--- src/rtl/img_rsz_out_strm_pkg.sv ---
// Resizer shared types: pixel format, output image geometry, output-stream FIFO entry and FSM state.
package ImgRszPkg;

    localparam int RSZ_IMG_WIDTH_SIZE   = 2;
    localparam int RSZ_IMG_HEIGHT_SIZE  = 2;
    localparam int RSZ_IMG_WIDTH_IDX_W  = (RSZ_IMG_WIDTH_SIZE  > 1) ? $clog2(RSZ_IMG_WIDTH_SIZE)  : 1;
    localparam int RSZ_IMG_HEIGHT_IDX_W = (RSZ_IMG_HEIGHT_SIZE > 1) ? $clog2(RSZ_IMG_HEIGHT_SIZE) : 1;

    localparam logic [RSZ_IMG_WIDTH_IDX_W-1:0]  RSZ_X_LAST = RSZ_IMG_WIDTH_IDX_W'(RSZ_IMG_WIDTH_SIZE - 1);
    localparam logic [RSZ_IMG_HEIGHT_IDX_W-1:0] RSZ_Y_LAST = RSZ_IMG_HEIGHT_IDX_W'(RSZ_IMG_HEIGHT_SIZE - 1);

    typedef struct packed {
        logic [7:0] r;
        logic [7:0] g;
        logic [7:0] b;
    } FcRszPxlData_t;

    typedef struct packed {
        FcRszPxlData_t data;
        logic          sof;
        logic          eol;
        logic          eof;
    } RszOutEntry_t;

    typedef enum logic {
        ST_IDLE   = 1'b0,
        ST_ACTIVE = 1'b1
    } RszOutState_e;

endpackage

--- src/rtl/img_rsz_out_strm_if.sv ---
// Pixel-in / stream-out bundle of the resizer output streamer; slave is the streamer, master its environment.
interface img_rsz_out_strm_if
    import ImgRszPkg::*;
#(
    parameter int FRM_CNT_W = 16
);
    FcRszPxlData_t                   RszPxlData;
    logic [RSZ_IMG_WIDTH_IDX_W-1:0]  RszPxlX;
    logic [RSZ_IMG_HEIGHT_IDX_W-1:0] RszPxlY;
    logic                            RszPxlVld;
    logic                            RszPxlRdy;
    FcRszPxlData_t                   OutData;
    logic                            OutSof;
    logic                            OutEol;
    logic                            OutEof;
    logic                            OutVld;
    logic                            OutRdy;
    logic [FRM_CNT_W-1:0]            FrmCnt;
    logic                            Busy;
    logic                            SeqErr;

    modport slave (
        input  RszPxlData, RszPxlX, RszPxlY, RszPxlVld, OutRdy,
        output RszPxlRdy, OutData, OutSof, OutEol, OutEof, OutVld, FrmCnt, Busy, SeqErr
    );

    modport master (
        output RszPxlData, RszPxlX, RszPxlY, RszPxlVld, OutRdy,
        input  RszPxlRdy, OutData, OutSof, OutEol, OutEof, OutVld, FrmCnt, Busy, SeqErr
    );
endinterface

--- src/rtl/img_rsz_out_fifo.sv ---
// Small synchronous FIFO; ready is registered from the next-state count so it never depends on push.
module img_rsz_out_fifo #(
    parameter int  DEPTH = 4,
    parameter type T     = logic [7:0]
) (
    input  logic clk_i,
    input  logic rst_i,
    input  logic push_i,
    input  T     din_i,
    input  logic pop_i,
    output T     dout_o,
    output logic empty_o,
    output logic rdy_o
);
    localparam int PTR_W = (DEPTH > 1) ? $clog2(DEPTH) : 1;
    localparam int CNT_W = PTR_W + 1;
    localparam logic [CNT_W-1:0] CNT_FULL = CNT_W'(DEPTH);

    T                 mem_q [DEPTH];
    logic [PTR_W-1:0] wr_ptr_q, wr_ptr_d, rd_ptr_q, rd_ptr_d;
    logic [CNT_W-1:0] cnt_q, cnt_d;
    logic             rdy_q;
    logic             push_ok, pop_ok;

    assign push_ok = push_i & rdy_q;
    assign pop_ok  = pop_i & ~empty_o;

    always_comb begin
        wr_ptr_d = wr_ptr_q;
        rd_ptr_d = rd_ptr_q;
        cnt_d    = cnt_q;
        if (push_ok) wr_ptr_d = wr_ptr_q + 1'b1;
        if (pop_ok)  rd_ptr_d = rd_ptr_q + 1'b1;
        case ({push_ok, pop_ok})
            2'b10:   cnt_d = cnt_q + 1'b1;
            2'b01:   cnt_d = cnt_q - 1'b1;
            default: cnt_d = cnt_q;
        endcase
    end

    always_ff @(posedge clk_i) begin
        if (rst_i) begin
            wr_ptr_q <= '0;
            rd_ptr_q <= '0;
            cnt_q    <= '0;
            rdy_q    <= 1'b1;
        end else begin
            wr_ptr_q <= wr_ptr_d;
            rd_ptr_q <= rd_ptr_d;
            cnt_q    <= cnt_d;
            rdy_q    <= (cnt_d < CNT_FULL);
        end
    end

    // Storage is not reset; the head is masked to zero while empty instead.
    always_ff @(posedge clk_i) begin
        if (push_ok) mem_q[wr_ptr_q] <= din_i;
    end

    assign empty_o = (cnt_q == '0);
    assign dout_o  = empty_o ? '0 : mem_q[rd_ptr_q];
    assign rdy_o   = rdy_q;

endmodule

--- src/rtl/img_rsz_out_strm.sv ---
// Resizer output streamer: tags pixels with SOF/EOL/EOF, buffers them, counts frames.
// Define IMG_RSZ_OUT_SEQ_CHK_EN to build the raster-order checker driving SeqErr.
module img_rsz_out_strm
    import ImgRszPkg::*;
#(
    parameter int FIFO_DEPTH = 4,
    parameter int FRM_CNT_W  = 16
) (
    input  logic               Clk,
    input  logic               Rst,
    img_rsz_out_strm_if.slave  bus
);
    logic                 acc, pop, fifo_empty, fifo_rdy;
    logic                 in_sof, in_eol, in_eof;
    RszOutEntry_t         push_ent, pop_ent;
    RszOutState_e         state_q, state_d;
    logic [FRM_CNT_W-1:0] frm_cnt_q, frm_cnt_d;

    assign in_sof   = (bus.RszPxlX == '0) && (bus.RszPxlY == '0);
    assign in_eol   = (bus.RszPxlX == RSZ_X_LAST);
    assign in_eof   = in_eol && (bus.RszPxlY == RSZ_Y_LAST);
    assign acc      = bus.RszPxlVld & fifo_rdy;
    assign pop      = bus.OutRdy & ~fifo_empty;
    assign push_ent = '{data: bus.RszPxlData, sof: in_sof, eol: in_eol, eof: in_eof};

    img_rsz_out_fifo #(
        .DEPTH (FIFO_DEPTH),
        .T     (RszOutEntry_t)
    ) u_fifo (
        .clk_i   (Clk),
        .rst_i   (Rst),
        .push_i  (acc),
        .din_i   (push_ent),
        .pop_i   (pop),
        .dout_o  (pop_ent),
        .empty_o (fifo_empty),
        .rdy_o   (fifo_rdy)
    );

    // A 1x1 image carries SOF and EOF together and never leaves IDLE.
    always_comb begin
        state_d = state_q;
        case (state_q)
            ST_IDLE:   if (acc && in_sof && !in_eof) state_d = ST_ACTIVE;
            ST_ACTIVE: if (acc && in_eof)            state_d = ST_IDLE;
            default:   state_d = ST_IDLE;
        endcase
    end

    always_comb begin
        frm_cnt_d = frm_cnt_q;
        if (pop && pop_ent.eof) frm_cnt_d = frm_cnt_q + 1'b1;
    end

    always_ff @(posedge Clk) begin
        if (Rst) begin
            state_q   <= ST_IDLE;
            frm_cnt_q <= '0;
        end else begin
            state_q   <= state_d;
            frm_cnt_q <= frm_cnt_d;
        end
    end

`ifdef IMG_RSZ_OUT_SEQ_CHK_EN
    logic [RSZ_IMG_WIDTH_IDX_W-1:0]  exp_x_q, exp_x_d, base_x;
    logic [RSZ_IMG_HEIGHT_IDX_W-1:0] exp_y_q, exp_y_d, base_y;
    logic                            seq_err_q, seq_err_d;

    // SOF resynchronises the expected position before comparing.
    always_comb begin
        base_x    = in_sof ? '0 : exp_x_q;
        base_y    = in_sof ? '0 : exp_y_q;
        exp_x_d   = exp_x_q;
        exp_y_d   = exp_y_q;
        seq_err_d = seq_err_q;
        if (acc) begin
            if ((bus.RszPxlX != base_x) || (bus.RszPxlY != base_y) ||
                (in_sof && state_q == ST_ACTIVE))
                seq_err_d = 1'b1;
            if (base_x == RSZ_X_LAST) begin
                exp_x_d = '0;
                exp_y_d = (base_y == RSZ_Y_LAST) ? '0 : base_y + 1'b1;
            end else begin
                exp_x_d = base_x + 1'b1;
            end
        end
    end

    always_ff @(posedge Clk) begin
        if (Rst) begin
            exp_x_q   <= '0;
            exp_y_q   <= '0;
            seq_err_q <= 1'b0;
        end else begin
            exp_x_q   <= exp_x_d;
            exp_y_q   <= exp_y_d;
            seq_err_q <= seq_err_d;
        end
    end

    assign bus.SeqErr = seq_err_q;
`else
    assign bus.SeqErr = 1'b0;
`endif

    assign bus.RszPxlRdy = fifo_rdy;
    assign bus.OutVld    = ~fifo_empty;
    assign bus.OutData   = pop_ent.data;
    assign bus.OutSof    = pop_ent.sof;
    assign bus.OutEol    = pop_ent.eol;
    assign bus.OutEof    = pop_ent.eof;
    assign bus.FrmCnt    = frm_cnt_q;
    assign bus.Busy      = (state_q == ST_ACTIVE) || !fifo_empty;

endmodule
--- src/flat_wrapper.sv ---
// flat-port wrapper written by rule: the top's interface ports become plain ports
module img_rsz_out_strm_flat import ImgRszPkg::*;
#(
    parameter int FIFO_DEPTH = 4,
    parameter int FRM_CNT_W  = 16
)
  (Clk, Rst, bus_RszPxlData, bus_RszPxlX, bus_RszPxlY, bus_RszPxlVld, bus_OutRdy, bus_RszPxlRdy, bus_OutData, bus_OutSof, bus_OutEol, bus_OutEof, bus_OutVld, bus_FrmCnt, bus_Busy, bus_SeqErr);
  img_rsz_out_strm_if #(.FRM_CNT_W(FRM_CNT_W)) bus_i ();
  input  logic Clk;
  input  logic Rst;
  input wire logic [$bits(bus_i.RszPxlData)-1:0] bus_RszPxlData;
  input wire logic [$bits(bus_i.RszPxlX)-1:0] bus_RszPxlX;
  input wire logic [$bits(bus_i.RszPxlY)-1:0] bus_RszPxlY;
  input wire logic [$bits(bus_i.RszPxlVld)-1:0] bus_RszPxlVld;
  input wire logic [$bits(bus_i.OutRdy)-1:0] bus_OutRdy;
  output wire logic [$bits(bus_i.RszPxlRdy)-1:0] bus_RszPxlRdy;
  output wire logic [$bits(bus_i.OutData)-1:0] bus_OutData;
  output wire logic [$bits(bus_i.OutSof)-1:0] bus_OutSof;
  output wire logic [$bits(bus_i.OutEol)-1:0] bus_OutEol;
  output wire logic [$bits(bus_i.OutEof)-1:0] bus_OutEof;
  output wire logic [$bits(bus_i.OutVld)-1:0] bus_OutVld;
  output wire logic [$bits(bus_i.FrmCnt)-1:0] bus_FrmCnt;
  output wire logic [$bits(bus_i.Busy)-1:0] bus_Busy;
  output wire logic [$bits(bus_i.SeqErr)-1:0] bus_SeqErr;
  assign bus_i.RszPxlData = bus_RszPxlData;
  assign bus_i.RszPxlX = bus_RszPxlX;
  assign bus_i.RszPxlY = bus_RszPxlY;
  assign bus_i.RszPxlVld = bus_RszPxlVld;
  assign bus_i.OutRdy = bus_OutRdy;
  assign bus_RszPxlRdy = bus_i.RszPxlRdy;
  assign bus_OutData = bus_i.OutData;
  assign bus_OutSof = bus_i.OutSof;
  assign bus_OutEol = bus_i.OutEol;
  assign bus_OutEof = bus_i.OutEof;
  assign bus_OutVld = bus_i.OutVld;
  assign bus_FrmCnt = bus_i.FrmCnt;
  assign bus_Busy = bus_i.Busy;
  assign bus_SeqErr = bus_i.SeqErr;
  img_rsz_out_strm #(.FIFO_DEPTH(FIFO_DEPTH), .FRM_CNT_W(FRM_CNT_W)) u_core (.Clk(Clk), .Rst(Rst), .bus(bus_i));
endmodule
--- config.mk ---
export PLATFORM = sky130hd
export DESIGN_NAME = img_rsz_out_strm_flat
export DESIGN_NICKNAME = d
export VERILOG_FILES = /design/src/rtl/img_rsz_out_strm_pkg.sv /design/src/rtl/img_rsz_out_strm_if.sv /design/src/rtl/img_rsz_out_fifo.sv /design/src/rtl/img_rsz_out_strm.sv /design/src/flat_wrapper.sv
export SDC_FILE = /design/constraint.sdc
export NUM_CORES = 1
export LEC_CHECK = 0
export ABC_CLOCK_PERIOD_IN_PS = 2900
export CAP_MARGIN = 5
export CORE_UTILIZATION = 34
export DETAILED_ROUTE_END_ITERATION = 7
export PLACE_DENSITY = 0.57
export RECOVER_POWER = 50
export SLEW_MARGIN = 0
export SYNTH_ARGS = -nofsm -noshare
export SYNTH_HDL_FRONTEND = slang
export SYNTH_SLANG_ARGS = --single-unit
--- constraint.sdc ---
create_clock -name Clk -period 2.9 [get_ports Clk]
set_clock_uncertainty 0.2 [all_clocks]
set_input_delay 0.87 -clock Clk [delete_from_list [all_inputs] [get_ports Clk]]
set_output_delay 0.87 -clock Clk [all_outputs]
set_load 0.02 [all_outputs]
==> run_results.csv <==
group,metric,value,unit
outcome,run_status,"completed",
final_layout,multi_input_area,0.00151,mm2
drt,drt-pass1-iter-count,4,
timing,worstMarginPinSlew,0.581,ns
synthesis,yosys_register_bits,135,
synthesis,synthArstFlopShare,0,%
clock_network,clk_latency,0.41,ns
timing,final_hold_viol_count,0,
global_route,gr-usage-met1,16.4,%
clock_network,cts-root-buf,"clkbuf_16",
synthesis,synth.yosys.seq_area_share,70.5,%
power_and_ir_drop,p_per_area,928,mW/mm2
synthesis,synth_area,0.00537,mm2
floorplanning,coreArea,0.0153,mm2
floorplanning,dieHeight,128,um
synthesis,postSynthAreaPerCell,17.1,um2
final_layout,area.growth.synth_to_final,31.5,%
drt,vias,3006,
synthesis,synth_warnings,0,
final_layout,nFillCells,1368,
hold_path,min_path_type,"reg2reg",
clock_network,cts_inserted_buffers,17,
global_route,met2_usage,24.0,%
setup_path,criticalPathCategory,"reg2out",
global_route,grtUsageMet3,5.34,%
timing,rsz0062_at_grt,"true",
setup_path,cp-start-kind,"register",
timing,fmax,0.347,GHz
synthesis,ys_types,38,
synthesis,synthFlopType,"edfxtp_1",
timing,setup_viol,0,
setup_path,cpLargestDelayFamily,"multiplexers",
setup_path,max_stage_delay,0.49,ns
global_route,track_usage,14.2,%
placement,gp_congestion,0.745,
final_layout,diodes,0,
power_and_ir_drop,cellLeakagePower,2.44,nW
clock_network,htreeDepth,4,
clock_network,hold_buffers,0,
timing,slew_viol_final,0,
timing,hold_ws,0.294,ns
drt,vias_per_cell,4.70,
synthesis,synth_top_area_cell,"edfxtp_1",
final_layout,stdcell_area,0.00706,mm2
placement,placed_cell_area,0.00653,mm2
placement,pre_cts_ws,-0.205,ns
final_layout,nNetsFinal,453,
drt,drc,0,
global_route,first_global_vias,3256,
setup_path,worstPathArrival,1.81,ns
timing,maxSlewHeadroom,61.3,%
drt,routed_wl,10600,um
clock_network,clock-sinks,135,
drt,avgRoutedWirePerCell,16.6,um
timing,min_period,2.88,ns
synthesis,yosysTopAreaCellShare,60.4,%
final_layout,final_common_cell,"edfxtp_1",
final_layout,regArea,0.00379,mm2
timing,finalCritPeriodShare,99.2,%
drt,antenna_left,0,
setup_path,cp_num_buf_inv,2,
global_route,top_usage_layer,"met2",
setup_path,cp-end-kind,"output pin",
floorplanning,dieArea,0.0163,mm2
final_layout,final_util,46.1,%
synthesis,ys_top_cells_by_area,"edfxtp_1 60%, dfxtp_1 10%, mux4_2 10%, nor2b_1 3.3%, mux4_1 1.5%",
setup_path,cp_max_fo,6,
final_layout,most-common-layout-cells,"108 x edfxtp_1, 27 x mux4_2, 27 x dlygate4sd3_1",
placement,portBuffers,75,
setup_path,cpMaxStageDelayCell,"mux4_2",
global_route,grt_overflow,0,
synthesis,syn-instance-count,314,
power_and_ir_drop,vdd_drop_max,0.458,mV
global_route,grt_pass1_wl,17000,um
setup_path,worst_ep_required_time,1.83,ns
job,cap_violations,0,
synthesis,synth_fp_nets,351,
global_route,antenna_found_initial,1,
floorplanning,fp.dieW,128,um
synthesis,synth-edff-count,108,
setup_path,crit_top_cell,"buf_4",
clock_network,clk_path_buf_depth,2,
floorplanning,ios,77,
global_route,grt_max_degree,28,
floorplanning,rows,45,
timing,fin_ws,0.0220,ns
clock_network,clkTransAtPathRegs,0.06,ns
final_layout,drive_gt1_share,26.8,%
setup_path,crit_chain,"buf_4 > mux4_2 > nor2b_2 > buf_4",
drt,drtIter0Drc,146,
floorplanning,start_util,35.1,%
power_and_ir_drop,finalPower,0.00655,W
placement,dp_hpwl,6630,um
clock_network,cts_tree,"done",
==> path summary, 6_finish.rpt <==
check | slack (ns) | endpoint | start | depth (start not counted)
max | 0.02 | bus_OutSof | register | 4
min | 0.29 | u_core.state_q | u_core.state_q | 1
max reg2reg | 0.64 | u_core.bus.FrmCnt[15] | register | 7
min reg2reg | 0.29 | u_core.state_q | u_core.state_q | 1
==> area by class of cell <==
class,instances,share of cell area (%)
sequential,135,53.7
multi-input combinational,156,21.4
timing repair buffer,99,13.1
clock buffer,19,6.13
tap,211,3.74
clock inverter,13,1.54
inverter,7,0.372
==> logic make-up after synthesis <==
| logic type | share of synthesized area [%] |
|---|---|
| AO/OA/AOI/OAI | 1.86 |
| XOR/XNOR | 2.28 |
| adder cells (fa/ha/maj) | 1.77 |
| buffers and inverters | 2.03 |
| flip-flops | 70.5 |
| multiplexers | 11.9 |
| other | 0.0698 |
| AND/OR/NAND/NOR | 9.58 |
==> through the flow <==
step	setup TNS (ns)	instances
after floorplan	0	314
after CTS	-0.370	639
after global routing	-1.05	640
final	0	640
after detailed placement	-0.260	604
after global placement	-0.201	604
==> power by group <==
part | internal, W | total (W) | switching, W | leakage [nW]
Clock | 0.00117 | 0.00194 | 0.000774 | 0.266
Combinational | 0.00103 | 0.00215 | 0.00112 | 0.968
Sequential | 0.00235 | 0.00246 | 0.000109 | 1.21
==> registers in the layout, summed over array words and instances (netlist names), named ones only <==
register / flops
u_core.u_fifo.mem_q: 108
u_core.u_fifo.wr_ptr_q: 2
u_core.u_fifo.cnt_q: 2
u_core.u_fifo.rd_ptr_q: 2
u_core.u_fifo.rdy_o: 1
u_core.bus.FrmCnt: 16
u_core.state_q: 1
==> synth_stat cells (all sizes together), types with 3 or more instances <==
cell and number:
a21oi 9, nand2 8, o31ai 3, xnor2 5, or3 3, xor2 9, and4 3, and2 3
or4 3, nor2b 28, nand4 4, and3 7, ha 6, edfxtp 108, clkbuf 11, inv 7
nand3 7, o21ai 3, mux4 27, buf 5, dfxtp 27, nor2 18
==> what timing repair did <==
item                                    in CTS  in global routing
pin swaps                                    0                  0
gates cloned                                 1                  1
setup buffers                                2                  1
endpoints found under the setup margin      29                 23
resized for setup                          121                 23
==> per-layer routing <==
metal | share of wire, % | wire length (um) | up-vias
met1 | 44 | 4640 | 1515
met4 | 1.2 | 126 | 2
li1 | - | - | 1399
met3 | 5.3 | 565 | 14
met2 | 50 | 5280 | 76
met5 | 0.12 | 13 | -
Power figures use the tool's default switching activity.
